[config.mk]
export PLATFORM = sky130hd
export DESIGN_NAME = alu_seq
export DESIGN_NICKNAME = d
export VERILOG_FILES = /design/src/rtl/alu_pkg.sv /design/src/rtl/alu_mul_seq.sv /design/src/rtl/alu_seq.sv
export SDC_FILE = /design/constraint.sdc
export NUM_CORES = 1
export LEC_CHECK = 0
export CAP_MARGIN = 15
export CORE_MARGIN = 2
export CORE_UTILIZATION = 67
export CTS_BUF_LIST = sky130_fd_sc_hd__clkbuf_4 sky130_fd_sc_hd__clkbuf_8
export DETAILED_ROUTE_END_ITERATION = 6
export DONT_BUFFER_PORTS = 1
export PLACE_DENSITY = 0.83
export SLEW_MARGIN = 20
export SYNTH_ARGS = -nofsm -noshare
export SYNTH_HDL_FRONTEND = slang
export SYNTH_SLANG_ARGS = --single-unit
[constraint.sdc]
create_clock -name clk -period 3.35 [get_ports clk]
set_clock_uncertainty 0.1 [all_clocks]
set_input_delay 0.8375 -clock clk [delete_from_list [all_inputs] [get_ports clk]]
set_output_delay 0.8375 -clock clk [all_outputs]
set_load 0.1 [all_outputs]
[src/rtl/alu_pkg.sv]
`default_nettype none
// ============================================================================
// Module      : alu_pkg
// Description : Opcodes, FSM state type and flag indices shared by alu_seq.
// Revision    : 1.0 - initial release
// ============================================================================
package alu_pkg;

    localparam logic [7:0] OP_ADD = 8'h01;
    localparam logic [7:0] OP_SUB = 8'h02;
    localparam logic [7:0] OP_AND = 8'h03;
    localparam logic [7:0] OP_OR  = 8'h04;
    localparam logic [7:0] OP_XOR = 8'h05;
    localparam logic [7:0] OP_SHL = 8'h06;
    localparam logic [7:0] OP_SHR = 8'h07;
    localparam logic [7:0] OP_MUL = 8'h08;

    typedef enum logic [0:0] {
        ST_IDLE = 1'b0,
        ST_MUL  = 1'b1
    } state_t;

    localparam int FLAG_Z    = 0;
    localparam int FLAG_N    = 1;
    localparam int FLAG_C    = 2;
    localparam int FLAG_V    = 3;
    localparam int NUM_FLAGS = 4;

endpackage
`default_nettype wire

[src/rtl/alu_mul_seq.sv]
`default_nettype none
// ============================================================================
// Module      : alu_mul_seq
// Description : Iterative shift-add unsigned multiplier, one step per cycle.
// Revision    : 1.0 - initial release
// ============================================================================
module alu_mul_seq #(
    parameter int WIDTH = 8
) (
    input  logic                 clk,
    input  logic                 rst_n,
    input  logic                 start,
    input  logic [WIDTH-1:0]     a,
    input  logic [WIDTH-1:0]     b,
    output logic                 done,
    output logic [2*WIDTH-1:0]   prod
);

    localparam int CW = $clog2(WIDTH);

    logic [2*WIDTH-1:0] r_mcand;
    logic [WIDTH-1:0]   r_mplier;
    logic [2*WIDTH-1:0] r_acc;
    logic [CW-1:0]      r_cnt;
    logic               r_busy;
    logic               r_done;

    always_ff @(posedge clk or negedge rst_n) begin
        if (!rst_n) begin
            r_mcand  <= '0;
            r_mplier <= '0;
            r_acc    <= '0;
            r_cnt    <= '0;
            r_busy   <= 1'b0;
            r_done   <= 1'b0;
        end else begin
            r_done <= 1'b0;
            if (start) begin
                r_mcand  <= {{WIDTH{1'b0}}, a};
                r_mplier <= b;
                r_acc    <= '0;
                r_cnt    <= '0;
                r_busy   <= 1'b1;
            end else if (r_busy) begin
                if (r_mplier[0]) begin
                    r_acc <= r_acc + r_mcand;
                end
                r_mcand  <= r_mcand << 1;
                r_mplier <= r_mplier >> 1;
                r_cnt    <= r_cnt + CW'(1);
                // Final step: the accumulator holds the full product next cycle.
                if (r_cnt == CW'(WIDTH - 1)) begin
                    r_busy <= 1'b0;
                    r_done <= 1'b1;
                end
            end
        end
    end

    assign done = r_done;
    assign prod = r_acc;

endmodule
`default_nettype wire

[src/rtl/alu_seq.sv]
`default_nettype none
// ============================================================================
// Module      : alu_seq
// Description : Parametrised ALU with flags, valid/ready handshake and an
//               iterative multi-cycle multiply.
// Revision    : 1.0 - initial release
// ============================================================================
module alu_seq
    import alu_pkg::*;
#(
    parameter int WIDTH = 8,
    localparam int SHW  = $clog2(WIDTH)
) (
    input  logic             clk,
    input  logic             rst_n,
    input  logic             in_valid,
    output logic             in_ready,
    input  logic [7:0]       op,
    input  logic [WIDTH-1:0] in1,
    input  logic [WIDTH-1:0] in2,
    output logic             out_valid,
    input  logic             out_ready,
    output logic [WIDTH-1:0] result,
    output logic             flag_z,
    output logic             flag_n,
    output logic             flag_c,
    output logic             flag_v,
    output logic             err
);

    state_t                 r_state;
    state_t                 w_state_next;
    logic                   r_out_valid;
    logic [WIDTH-1:0]       r_result;
    logic [NUM_FLAGS-1:0]   r_flags;
    logic                   r_err;

    logic                   w_accept;
    logic                   w_is_mul;
    logic                   w_mul_done;
    logic [2*WIDTH-1:0]     w_prod;

    logic [WIDTH:0]         w_sum;
    logic [WIDTH:0]         w_diff;
    logic [WIDTH:0]         w_shl;
    logic [WIDTH:0]         w_shr;
    logic [SHW-1:0]         w_shamt;
    logic [WIDTH-1:0]       w_res;
    logic                   w_c;
    logic                   w_v;
    logic                   w_err;
    logic [NUM_FLAGS-1:0]   w_alu_flags;
    logic [NUM_FLAGS-1:0]   w_mul_flags;

    // Gated by rst_n so the source sees no ready while reset is asserted.
    assign in_ready = rst_n && (r_state == ST_IDLE) && (!r_out_valid || out_ready);
    assign w_accept = in_valid && in_ready;
    assign w_is_mul = (op == OP_MUL);

    alu_mul_seq #(.WIDTH(WIDTH)) u_mul (
        .clk   (clk),
        .rst_n (rst_n),
        .start (w_accept && w_is_mul),
        .a     (in1),
        .b     (in2),
        .done  (w_mul_done),
        .prod  (w_prod)
    );

    // Single-cycle datapath; the extra top bit of each shift holds the bit shifted out.
    always_comb begin
        w_sum   = {1'b0, in1} + {1'b0, in2};
        w_diff  = {1'b0, in1} - {1'b0, in2};
        w_shamt = in2[SHW-1:0];
        w_shl   = {1'b0, in1} << w_shamt;
        w_shr   = {in1, 1'b0} >> w_shamt;
        w_res   = '0;
        w_c     = 1'b0;
        w_v     = 1'b0;
        w_err   = 1'b0;
        case (op)
            OP_ADD: begin
                w_res = w_sum[WIDTH-1:0];
                w_c   = w_sum[WIDTH];
                w_v   = (in1[WIDTH-1] == in2[WIDTH-1]) && (w_sum[WIDTH-1] != in1[WIDTH-1]);
            end
            OP_SUB: begin
                w_res = w_diff[WIDTH-1:0];
                w_c   = w_diff[WIDTH];
                w_v   = (in1[WIDTH-1] != in2[WIDTH-1]) && (w_diff[WIDTH-1] != in1[WIDTH-1]);
            end
            OP_AND: w_res = in1 & in2;
            OP_OR:  w_res = in1 | in2;
            OP_XOR: w_res = in1 ^ in2;
            OP_SHL: begin
                w_res = w_shl[WIDTH-1:0];
                w_c   = w_shl[WIDTH];
            end
            OP_SHR: begin
                w_res = w_shr[WIDTH:1];
                w_c   = w_shr[0];
            end
            OP_MUL: w_res = '0;
            default: w_err = 1'b1;
        endcase

        w_alu_flags         = '0;
        w_alu_flags[FLAG_Z] = (w_res == '0);
        w_alu_flags[FLAG_N] = w_res[WIDTH-1];
        w_alu_flags[FLAG_C] = w_c;
        w_alu_flags[FLAG_V] = w_v;

        w_mul_flags         = '0;
        w_mul_flags[FLAG_Z] = (w_prod[WIDTH-1:0] == '0);
        w_mul_flags[FLAG_N] = w_prod[WIDTH-1];
        w_mul_flags[FLAG_C] = |w_prod[2*WIDTH-1:WIDTH];
    end

    always_ff @(posedge clk or negedge rst_n) begin
        if (!rst_n) begin
            r_state <= ST_IDLE;
        end else begin
            r_state <= w_state_next;
        end
    end

    always_comb begin
        w_state_next = r_state;
        case (r_state)
            ST_IDLE: if (w_accept && w_is_mul) w_state_next = ST_MUL;
            ST_MUL:  if (w_mul_done)           w_state_next = ST_IDLE;
            default: w_state_next = ST_IDLE;
        endcase
    end

    // Output slot: loaded on completion, held under backpressure, freed on handshake.
    always_ff @(posedge clk or negedge rst_n) begin
        if (!rst_n) begin
            r_out_valid <= 1'b0;
            r_result    <= '0;
            r_flags     <= '0;
            r_err       <= 1'b0;
        end else if (r_state == ST_MUL) begin
            if (w_mul_done) begin
                r_out_valid <= 1'b1;
                r_result    <= w_prod[WIDTH-1:0];
                r_flags     <= w_mul_flags;
                r_err       <= 1'b0;
            end
        end else if (w_accept && !w_is_mul) begin
            r_out_valid <= 1'b1;
            r_result    <= w_res;
            r_flags     <= w_alu_flags;
            r_err       <= w_err;
        end else if (out_ready) begin
            r_out_valid <= 1'b0;
        end
    end

    assign out_valid = r_out_valid;
    assign result    = r_result;
    assign flag_z    = r_flags[FLAG_Z];
    assign flag_n    = r_flags[FLAG_N];
    assign flag_c    = r_flags[FLAG_C];
    assign flag_v    = r_flags[FLAG_V];
    assign err       = r_err;

endmodule
`default_nettype wire

==> results.md, run 1 <==
* Status: complete, no violations
* Resized Gates After CTS at 0
* Htree depth at 3
* Total track usage at 34.4%
* Count of nets after finishing at 661
* Critical path start-end classification: reg2reg
* Startpoint of the lowest-slack register-to-register path: u_mul.prod[1]
* Count of flip-flops with a built-in enable after synthesis at 0
* Critical path startpoint category: register
* Remaining Overflow, GRT at 0
* Average routed wire per standard cell at 20.0 um
* First-pass GRT wire length at 22,400 um
* Post-synthesis compound-gate area fraction at 21.7%
* Share of layout cells above drive strength 1 at 9.12%
* Slew HR at 36.7%
* Clk sink count at 59
* Delay-heaviest family, CP: compound AO/OA/AOI/OAI gates
* Area of the core at 7210 um2
* Period utilization at 90.5%
* Number of detailed-routing iterations run before antenna repair at 5
* Leading area contributor after synthesis: dfrtp_1
* Number of distinct standard cells referenced by the synthesized netlist at 69
* Pin count of the biggest net entering global routing at 61
* Count of synthesis-stage warnings from yosys at 0
* Biggest cell delay along the critical path at 0.52 ns
* Share of flip-flops with an asynchronous set or reset after synthesis at 100%
* Number of cells produced by synthesis at 592
* Synth area leaders: dfrtp_1 30%, ha_1 11%, mux2i_1 8.3%
* Number of remaining DRC errors at 0
* Buffers on Ports at 0
* Peak clock frequency supported by timing at 330 MHz
* Setup repair after global routing missed its margin: no
* Die outline area at 8110 um2
* Simple-gate portion of the synthesized area at 17.9%
* Syn_nets at 665
* Final Max Tran Viols at 0
* Measured slew at the worst slew-check pin at 0.949 ns
* Die extent in y at 90.1 um
* Post-synthesis instance area at 4960 um2
* Proportion of synthesized chip area in sequential cells at 29.8%
* Average cell area after synthesis at 8.38 um2
* Clock latency at the later pin of the worst-skew pair at 0.34 ns
* Critical path endpoint category: register
* Setup TNS after final layout at 0 ns
* Crit path max fanout at 5
* Minimum clock period after layout at 3.03 ns
* Effective utilization at floorplan at 68.8%
* Hold Path Class: in2async
* Largest family of logic cells by synthesized area: compound AO/OA/AOI/OAI gates
* Final Instance Count excl. Fillers at 691
* Top cell type's share of synthesized area at 29.8%
* Number of placement rows at 31
* Proportion of synthesized area in mux cells at 11.0%
* Root buffer cell: clkbuf_8
* Cell Chain, Critical Path: ha_1 -> a211oi_1 -> o211ai_1 -> a2111oi_2 -> nor4_1 -> o31a_1 -> nor3_1 -> xnor2_1 -> nor2_1
* Length in cells of the worst reg-to-reg path at 9
* Adder and majority cell fraction of the synthesized area at 11.8%
* TritonCTS Buffers at 9
* Most numerous cell in the Yosys netlist: nand2_1
* Via count of the first global-routing pass at 4,375
* Total buffers and inverters traversed by the critical path at 0
* Antenna diode count at 0
* Most used DFF post-synth: dfrtp_1
* Final wirelength at 13,800 um
* Total of hold buffers inserted after clock tree synthesis at 0
* Data arrival time of the worst path at 3.14 ns
* Post-synthesis share of cell area spent on xor and xnor gates at 2.82%
* Area added between synthesis and finish at 6.51%
* Critical R2R Capture: u_mul.prod[15]
* Leak pwr at 2.23 nW
* I/O Pins at 43
* Initial antenna violation count at 0
* GP Congestion at 0.973
* Number of buffers on the longest clock path at 2
* List of most frequent post-synthesis cells: 79 x nand2_1, 59 x dfrtp_1, 45 x a21oi_1, 45 x o21ai_0, 43 x nor2_1
* Total number of vias at 4,561
* Placed instance count at 676
* CTS tree: done
* DIE WIDTH at 90.1 um
* Reg2Reg Setup Slack at 0.32 ns
* Post-detailed-route via-to-cell ratio at 6.60
* Clock-pin transition on the worst setup and hold timing paths at 0.08 ns
* Number of post-CTS setup repair buffers at 0
* Post-route antenna net violation count at 0
* Worst hold slack after final layout at 0.0792 ns
* FF+latch count, synth at 59
* Worst vdd ir at 0.000627 V
* Final setup vio count at 0
* Number of max-cap violations at 0
* Required time at the worst-slack endpoint at 3.46 ns
* DP Wirelength at 10,500 um
* Slowest stage cell, crit path: a2111oi_2
* Cell Pwr Density at 600 nW/um2
* Count of final hold-check violations at 0
* Initial DRC Count at 450
## where the power goes
group	internal [mW]	switching, mW	leakage [nW]
Clock	0.334	0.295	0.0946
Sequential	0.884	0.293	0.685
Combinational	0.600	0.764	1.45
Total	1.82	1.35	2.23
## registers in the layout (all words and copies together), names as in the netlist
signal          flops
u_mul.prod         16
u_mul.done          1
out_valid           1
u_mul.r_mplier      8
err                 1
u_mul.r_mcand      16
r_flags             4
u_mul.r_cnt         3
result              7
u_mul.r_busy        1
r_state             1
## stage by stage
step	instance area (um2)	setup WS [ns]	util, %	power (mW)
floorplan	4970	0.131	-	2.24
global placement	5100	0.239	70.7	2.43
detailed placement	5100	0.0327	70.7	2.52
CTS	5280	0.380	73.2	3.15
global route	5280	0.105	73.2	3.37
finish	5280	0.320	73.2	3.17
## cells in the final DEF, fill, tap and decap left out, drive strengths merged, types with 3 or more instances in the layout
| cell | netlist | layout |
|---|---|---|
| and2 | 4 | 4 |
| buf | 8 | 17 |
| nand4 | 4 | 4 |
| fa | 3 | 3 |
| nor3 | 17 | 17 |
| a21o | 6 | 6 |
| o221ai | 3 | 3 |
| a2bb2oi | 3 | 3 |
| clkbuf | 24 | 9 |
| a211oi | 3 | 3 |
| a31oi | 4 | 4 |
| nand2b | 3 | 3 |
| a22oi | 3 | 3 |
| or2 | 3 | 3 |
| o21ai | 49 | 49 |
| dfrtp | 59 | 59 |
| nor2 | 43 | 43 |
| inv | 30 | 30 |
| mux2i | 41 | 41 |
| o211ai | 8 | 8 |
| mux4 | 4 | 4 |
| nor4 | 11 | 11 |
| a21oi | 45 | 45 |
| ha | 42 | 42 |
| nor2b | 6 | 6 |
| mux2 | 4 | 4 |
| a221oi | 3 | 3 |
| nand2 | 79 | 79 |
| or4 | 3 | 3 |
| xor2 | 3 | 3 |
| o22ai | 4 | 4 |
| clkinv | 2 | 6 |
| a211o | 4 | 4 |
| o31ai | 4 | 4 |
| o21bai | 3 | 3 |
| nand3 | 10 | 10 |
| xnor2 | 13 | 13 |
| a32o | 3 | 3 |
## routing by layer
layer	vias up	track usage, %	part of all wire [%]
met4	0	12.1	2.7
met1	2161	49.0	43
met2	220	52.7	46
li1	2145	-	-
met5	-	0	0
met3	35	6.62	7.9
## area by class of cell
cell class              count  area (um2)
repair buffers             17         128
inverters                  32         120
well taps                  99         124
flip-flops and latches     59        1480
multi-input cells         469        3250
fillers                   563        1930
clock inverters             6        57.6
clock buffers               9         124
## cells by family (layout without fill, tap and decap cells)
family	count (synthesis)	in the layout
fa+ha+maj	45	45
buf+inv	64	64
compound gates	167	167
flops	59	59
simple gates	192	192
xor+xnor	16	16
mux	49	49
## worst max path at each step
stage	slack, ns	from	cells past startpoint	endpoint
after floorplan	0.13	in2[1]	11	r_flags[0]
after global placement	0.24	in1[0]	11	r_flags[0]
after detailed placement	0.03	in1[0]	11	r_flags[0]
after CTS	0.38	in1[0]	11	r_flags[0]
after global routing	0.11	in1[0]	11	r_flags[0]
final	0.32	u_mul.prod[1]	9	u_mul.prod[15]
Power figures use the tool's default switching activity.
==> inputs of run 2 (changes only) <==
--- a/config.mk
+++ b/config.mk
@@ -11,7 +11,7 @@
 export CTS_BUF_LIST = sky130_fd_sc_hd__clkbuf_4 sky130_fd_sc_hd__clkbuf_8
 export DETAILED_ROUTE_END_ITERATION = 6
 export DONT_BUFFER_PORTS = 1
-export PLACE_DENSITY = 0.83
+export PLACE_DENSITY = 0.9
 export SLEW_MARGIN = 20
 export SYNTH_ARGS = -nofsm -noshare
 export SYNTH_HDL_FRONTEND = slang
==> run 2 against run 1 <==
Clock-buffer cell count is the same. Non-clock buffer count is 2 lower. Sequential share of layout area fell by 0.059 points. Core utilization increased by 0.16 points. Fmax fell by 0.27%.
==> results.md, run 2 (synthesis results as in run 1) <==
* Status: complete, no violations
* Dpl cell area at 5090 um2
* Root buffer cell: clkbuf_8
* Leak pwr at 2.23 nW
* Setup crit start: u_mul.r_mcand[1]
* Post-detailed-route via-to-cell ratio at 6.81
* Die outline area at 8110 um2
* Crit path max fanout at 4
* I/O Pins at 43
* Remaining Overflow, GRT at 0
* Clk sink count at 59
* Share of layout cells above drive strength 1 at 8.97%
* Final worst slack at 0.312 ns
* Detailed route wirelength on metal2 at 6900 um
* Peak clock frequency supported by timing at 329 MHz
* Total number of vias at 4,698
* Hold Path Class: in2async
* TritonCTS Buffers at 9
* DP Wirelength at 10,600 um
* Clock latency at the later pin of the worst-skew pair at 0.35 ns
* Initial DRC Count at 367
* Count of nets after finishing at 659
* Initial antenna violation count at 0
* Most used cells in the layout excluding fill and tap cells: 79 x nand2_1, 58 x dfrtp_1, 45 x o21ai_0, 45 x a21oi_1
* Power dissipated by switching net loads at 1.44 mW
* Pre-CTS setup slack at 0.0915 ns
* Uppermost metal layer occupied by signal nets: met4
* Length in cells of the worst reg-to-reg path at 9
* Critical path start-end classification: reg2reg
* Data arrival time of the worst path at 3.15 ns
* Clock network power share at 21.7%
* Area of the core at 7210 um2
* Count of final hold-check violations at 0
* Register area at 1480 um2
* Total of hold buffers inserted after clock tree synthesis at 0
* Buffers on Ports at 0
* Period utilization at 90.7%
* First-pass GRT wire length at 23,100 um
* Minimum clock period after layout at 3.04 ns
* # fillers at 543
* CTS tree: done
* Total track usage at 35.7%
* Number of remaining DRC errors at 0
* Post-route antenna net violation count at 0
* Pin count of the biggest net entering global routing at 61
* Number of max-cap violations at 0
* Critical R2R Capture: u_mul.prod[15]
* Internal power at 1.84 mW
* Most common library cell in the layout ignoring fill and taps: nand2_1
* Required time at the worst-slack endpoint at 3.46 ns
* Startpoint of the lowest-slack register-to-register path: u_mul.r_mcand[1]
* Clock-pin transition on the worst setup and hold timing paths at 0.09 ns
* Setup TNS after final layout at 0 ns
* Routed length on met3 at 1130 um
* Effective utilization at floorplan at 68.8%
* Via count of the first global-routing pass at 4,502
* Wire length on met1 at 5840 um
* Antenna diode count at 0
* Critical path startpoint category: register
* Setup repair after global routing missed its margin: no
* Number of detailed-routing iterations run before antenna repair at 5
* Die extent in y at 90.1 um
* Combinational power share at 42.3%
* Reg power frac at 35.9%
* Final Max Tran Viols at 0
* Final setup vio count at 0
* Final core occ at 73.4%
* Number of placement rows at 31
* Average routed wire per standard cell at 20.9 um
* Area of the multi-input gates at 3250 um2
* GP Congestion at 1.01
* Measured slew at the worst slew-check pin at 0.957 ns
* Worst vdd ir at 0.000542 V
* Reg2Reg Setup Slack at 0.31 ns
* Htree depth at 3
* Final wirelength at 14,500 um
* Area added between synthesis and finish at 6.73%
* Sw Ratio at 43.9%
* Cell Pwr Density at 619 nW/um2
* DIE WIDTH at 90.1 um
* Number of buffers on the longest clock path at 2
* Number of post-CTS setup repair buffers at 0
* Slew HR at 36.2%
* Resized Gates After CTS at 0
* Critical path endpoint category: register
* Final design instance area without fill at 5300 um2
==> run 2: cell types whose count changed in the layout (fill, tap and decap cells not counted) <==
cell,before,now
clkinv_4,0,1
buf_4,17,15
inv_8,0,1
inv_6,0,3
clkinv_2,4,0
==> run 2: layout make-up <==
| cell class | instances | area share, % |
|---|---|---|
| repair buffers | 15 | 2.13 |
| clock buffers | 9 | 2.34 |
| well taps | 99 | 2.34 |
| multi-input cells | 469 | 61.4 |
| clock inverters | 7 | 1.58 |
| inverters | 32 | 2.27 |
| flip-flops and latches | 59 | 27.9 |
==> run 2: how the worst max path moves through the flow <==
stage                          end  slack (ns)  cells past startpoint
floorplan               r_flags[0]        0.13                     11
global placement        r_flags[0]        0.20                     11
detailed placement      r_flags[0]        0.09                     11
CTS                 u_mul.prod[15]        0.37                      9
global route            r_flags[0]        0.23                     11
finish              u_mul.prod[15]        0.31                      9
==> run 2: power by group through the flow <==
stage | clock network, mW | registers [mW] | logic (mW)
after CTS | 0.714 | 1.17 | 1.36
after floorplan | 0 | 1.13 | 1.10
after detailed placement | 0 | 1.18 | 1.34
after global placement | 0 | 1.17 | 1.26
after global routing | 0.746 | 1.19 | 1.52
final | 0.713 | 1.18 | 1.39
==> run 2: critical path, cell delays in order (launching register included) <==
cell       delay (ns)
dfrtp_1          0.43
ha_1             0.32
a211oi_1         0.40
o211ai_1         0.25
a2111oi_2        0.52
nor4_1           0.16
o31a_1           0.30
nor3_1           0.21
xnor2_1          0.16
nor2_1           0.06
==> run 2: per-stage QoR <==
step / hold WS [ns] / std cells / total power, mW
after floorplan: 0.348 / 592 / 2.24
after global placement: 0.403 / 674 / 2.43
after detailed placement: 0.419 / 674 / 2.52
after CTS: 0.0612 / 690 / 3.24
after global routing: 0.0430 / 690 / 3.46
final: 0.0684 / 690 / 3.28
==> run 2: metal layers <==
layer  GRT usage (%)  up-vias
met5               0        -
met3            6.29       48
met1            47.3     2262
li1                -     2125
met2            58.5      263
met4            14.0        0
==> inputs of run 3 (changes only) <==
--- a/config.mk
+++ b/config.mk
@@ -7,11 +7,11 @@
 export LEC_CHECK = 0
 export CAP_MARGIN = 15
 export CORE_MARGIN = 2
-export CORE_UTILIZATION = 67
+export CORE_UTILIZATION = 60
 export CTS_BUF_LIST = sky130_fd_sc_hd__clkbuf_4 sky130_fd_sc_hd__clkbuf_8
 export DETAILED_ROUTE_END_ITERATION = 6
 export DONT_BUFFER_PORTS = 1
-export PLACE_DENSITY = 0.9
+export PLACE_DENSITY = 0.86
 export SLEW_MARGIN = 20
 export SYNTH_ARGS = -nofsm -noshare
 export SYNTH_HDL_FRONTEND = slang
==> constraint.sdc (replaced) <==
create_clock -name clk -period 2.7 [get_ports clk]
set_clock_uncertainty 0.1 [all_clocks]
set_input_delay 0.675 -clock clk [delete_from_list [all_inputs] [get_ports clk]]
set_output_delay 0.675 -clock clk [all_outputs]
set_load 0.1 [all_outputs]
==> run 3 against run 2 <==
Flip-flop and latch count unchanged. Sequential power increased by 11%. Combinational power increased by 58%. Via count increased by 1.3%. Core utilization decreased by 1.9 points. Final cell count increased by 7.7%. Register-to-register slack got worse by 0.20 ns. Non-clock buffer count increased by 47. Design area increased by 9.8%. Die area increased by 11%. Sequential share of layout area decreased by 2.4 points. Critical path depth increased by 2. Critical endpoint is now r_flags[0]. Largest cell class unchanged.
==> results.md, run 3 (synthesis results as in run 1) <==
* Status: complete, no violations
* Initial antenna violation count at 0
* Number of post-CTS setup repair buffers at 0
* Minimum clock period after layout at 2.64 ns
* Final wirelength at 14,300 um
* Via count of the first global-routing pass at 4,493
* Final worst slack at 0.0590 ns
* Period utilization at 97.8%
* Measured slew at the worst slew-check pin at 0.654 ns
* Critical path start-end classification: in2reg
* TritonCTS Buffers at 9
* Number of detailed-routing iterations run before antenna repair at 5
* Area added between synthesis and finish at 17.2%
* Reg2Reg Setup Slack at 0.11 ns
* CTS tree: done
* Count of nets after finishing at 706
* Pre-CTS setup slack at -0.247 ns
* Share of layout cells above drive strength 1 at 19.3%
* First-pass GRT wire length at 22,700 um
* I/O Pins at 43
* Crit path max fanout at 5
* Buffers on Ports at 0
* Number of placement rows at 33
* Number of buffers on the longest clock path at 2
* Remaining Overflow, GRT at 0
* Leak pwr at 2.47 nW
* Pin count of the biggest net entering global routing at 60
* Clock-pin transition on the worst setup and hold timing paths at 0.09 ns
* Most used cells in the layout excluding fill and tap cells: 78 x nand2_1, 60 x buf_4, 56 x dfrtp_1, 44 x o21ai_0, 43 x a21oi_1
* Most common library cell in the layout ignoring fill and taps: nand2_1
* Area of the core at 8130 um2
* Post-route antenna net violation count at 0
* Number of remaining DRC errors at 0
* Setup TNS after final layout at 0 ns
* Final setup vio count at 0
* Number of max-cap violations at 0
* Average routed wire per standard cell at 19.3 um
* Count of final hold-check violations at 0
* Pwr Total at 4.29 mW
* Length in cells of the worst reg-to-reg path at 10
* Die extent in y at 94.9 um
* Data arrival time of the worst path at 2.80 ns
* GP Congestion at 0.966
* Total number of vias at 4,759
* Clock latency at the later pin of the worst-skew pair at 0.36 ns
* DIE WIDTH at 94.9 um
* Required time at the worst-slack endpoint at 2.86 ns
* # fillers at 626
* Effective utilization at floorplan at 61.0%
* Peak clock frequency supported by timing at 379 MHz
* Total track usage at 32.8%
* Slew HR at 55.8%
* Die outline area at 9010 um2
* Critical R2R Capture: u_mul.prod[13]
* Final core occ at 71.5%
* Initial DRC Count at 400
* DP Wirelength at 10,700 um
* Cell Pwr Density at 737 nW/um2
* Root buffer cell: clkbuf_8
* Antenna diode count at 0
* Post-detailed-route via-to-cell ratio at 6.41
* Htree depth at 3
* Worst vdd ir at 0.000649 V
* Critical path startpoint category: input pin
* Critical path endpoint category: register
* Final Max Tran Viols at 0
* Clk sink count at 59
* Startpoint of the lowest-slack register-to-register path: u_mul.prod[4]
* Hold Path Class: in2async
[run 3: cell types whose count changed in the layout (fill, tap and decap cells not counted), moves of 3 or more]
cell | previous run | this run
nor3_1 | 17 | 14
ha_1 | 42 | 35
ha_4 | 0 | 6
buf_4 | 15 | 60
nor3_2 | 0 | 3
[run 3: critical path, cell delays in order]
cell,delay (ns)
inv_2,0.03
ha_4,0.16
fa_2,0.37
nor3_2,0.23
nor3_2,0.08
a221o_1,0.31
nand2_1,0.08
nand4_1,0.10
nor4_1,0.39
nand3_1,0.12
o31ai_1,0.26
[run 3: area by class of cell]
cell class | instances | area [um2] | area share, %
sequential | 59 | 1480 | 25.5
tap | 105 | 131 | 2.26
clock inverter | 7 | 61.3 | 1.05
multi-input combinational | 469 | 3390 | 58.3
inverter | 32 | 126 | 2.17
clock buffer | 9 | 124 | 2.13
timing repair buffer | 62 | 498 | 8.56
[run 3: worst max-delay path by stage]
stage	cells past startpoint	end	slack (ns)	startpoint
floorplan	6	u_mul.r_mcand[0]	-0.03	out_valid
global placement	10	r_flags[0]	-0.19	in1[0]
global route	10	u_mul.prod[13]	-0.02	u_mul.r_mcand[1]
finish	11	r_flags[0]	0.06	in1[0]
detailed placement	10	r_flags[0]	-0.25	in1[0]
CTS	9	u_mul.prod[15]	0.005	u_mul.r_mcand[1]
[run 3: report_power, final]
part	internal, mW	switching (mW)	total (mW)
Sequential	1.10	0.209	1.31
Clock	0.348	0.427	0.775
Combinational	0.990	1.21	2.20
Total	2.44	1.85	4.29
[run 3: metal layers]
layer | up-vias | track usage [%] | wire, um
li1 | 2221 | - | -
met1 | 2295 | 45.0 | 6120
met2 | 207 | 53.1 | 6910
met3 | 36 | 5.35 | 907
met4 | 0 | 10.7 | 373
met5 | - | 0 | 0
[run 3: what timing repair did]
item	in CTS	in global routing
hold buffers	1	0
endpoints found under the setup margin	1	5
pin swaps	1	7
hold endpoints to repair	59	0
gates resized for setup	1	12
[run 3: per-stage QoR]
stage	instance area [um2]	hold slack (ns)	std cells
floorplan	5090	0.279	592
detailed placement	5530	0.280	726
CTS	5750	0.0767	743
global placement	5530	0.281	726
finish	5810	0.0649	743
global route	5810	0.0931	743
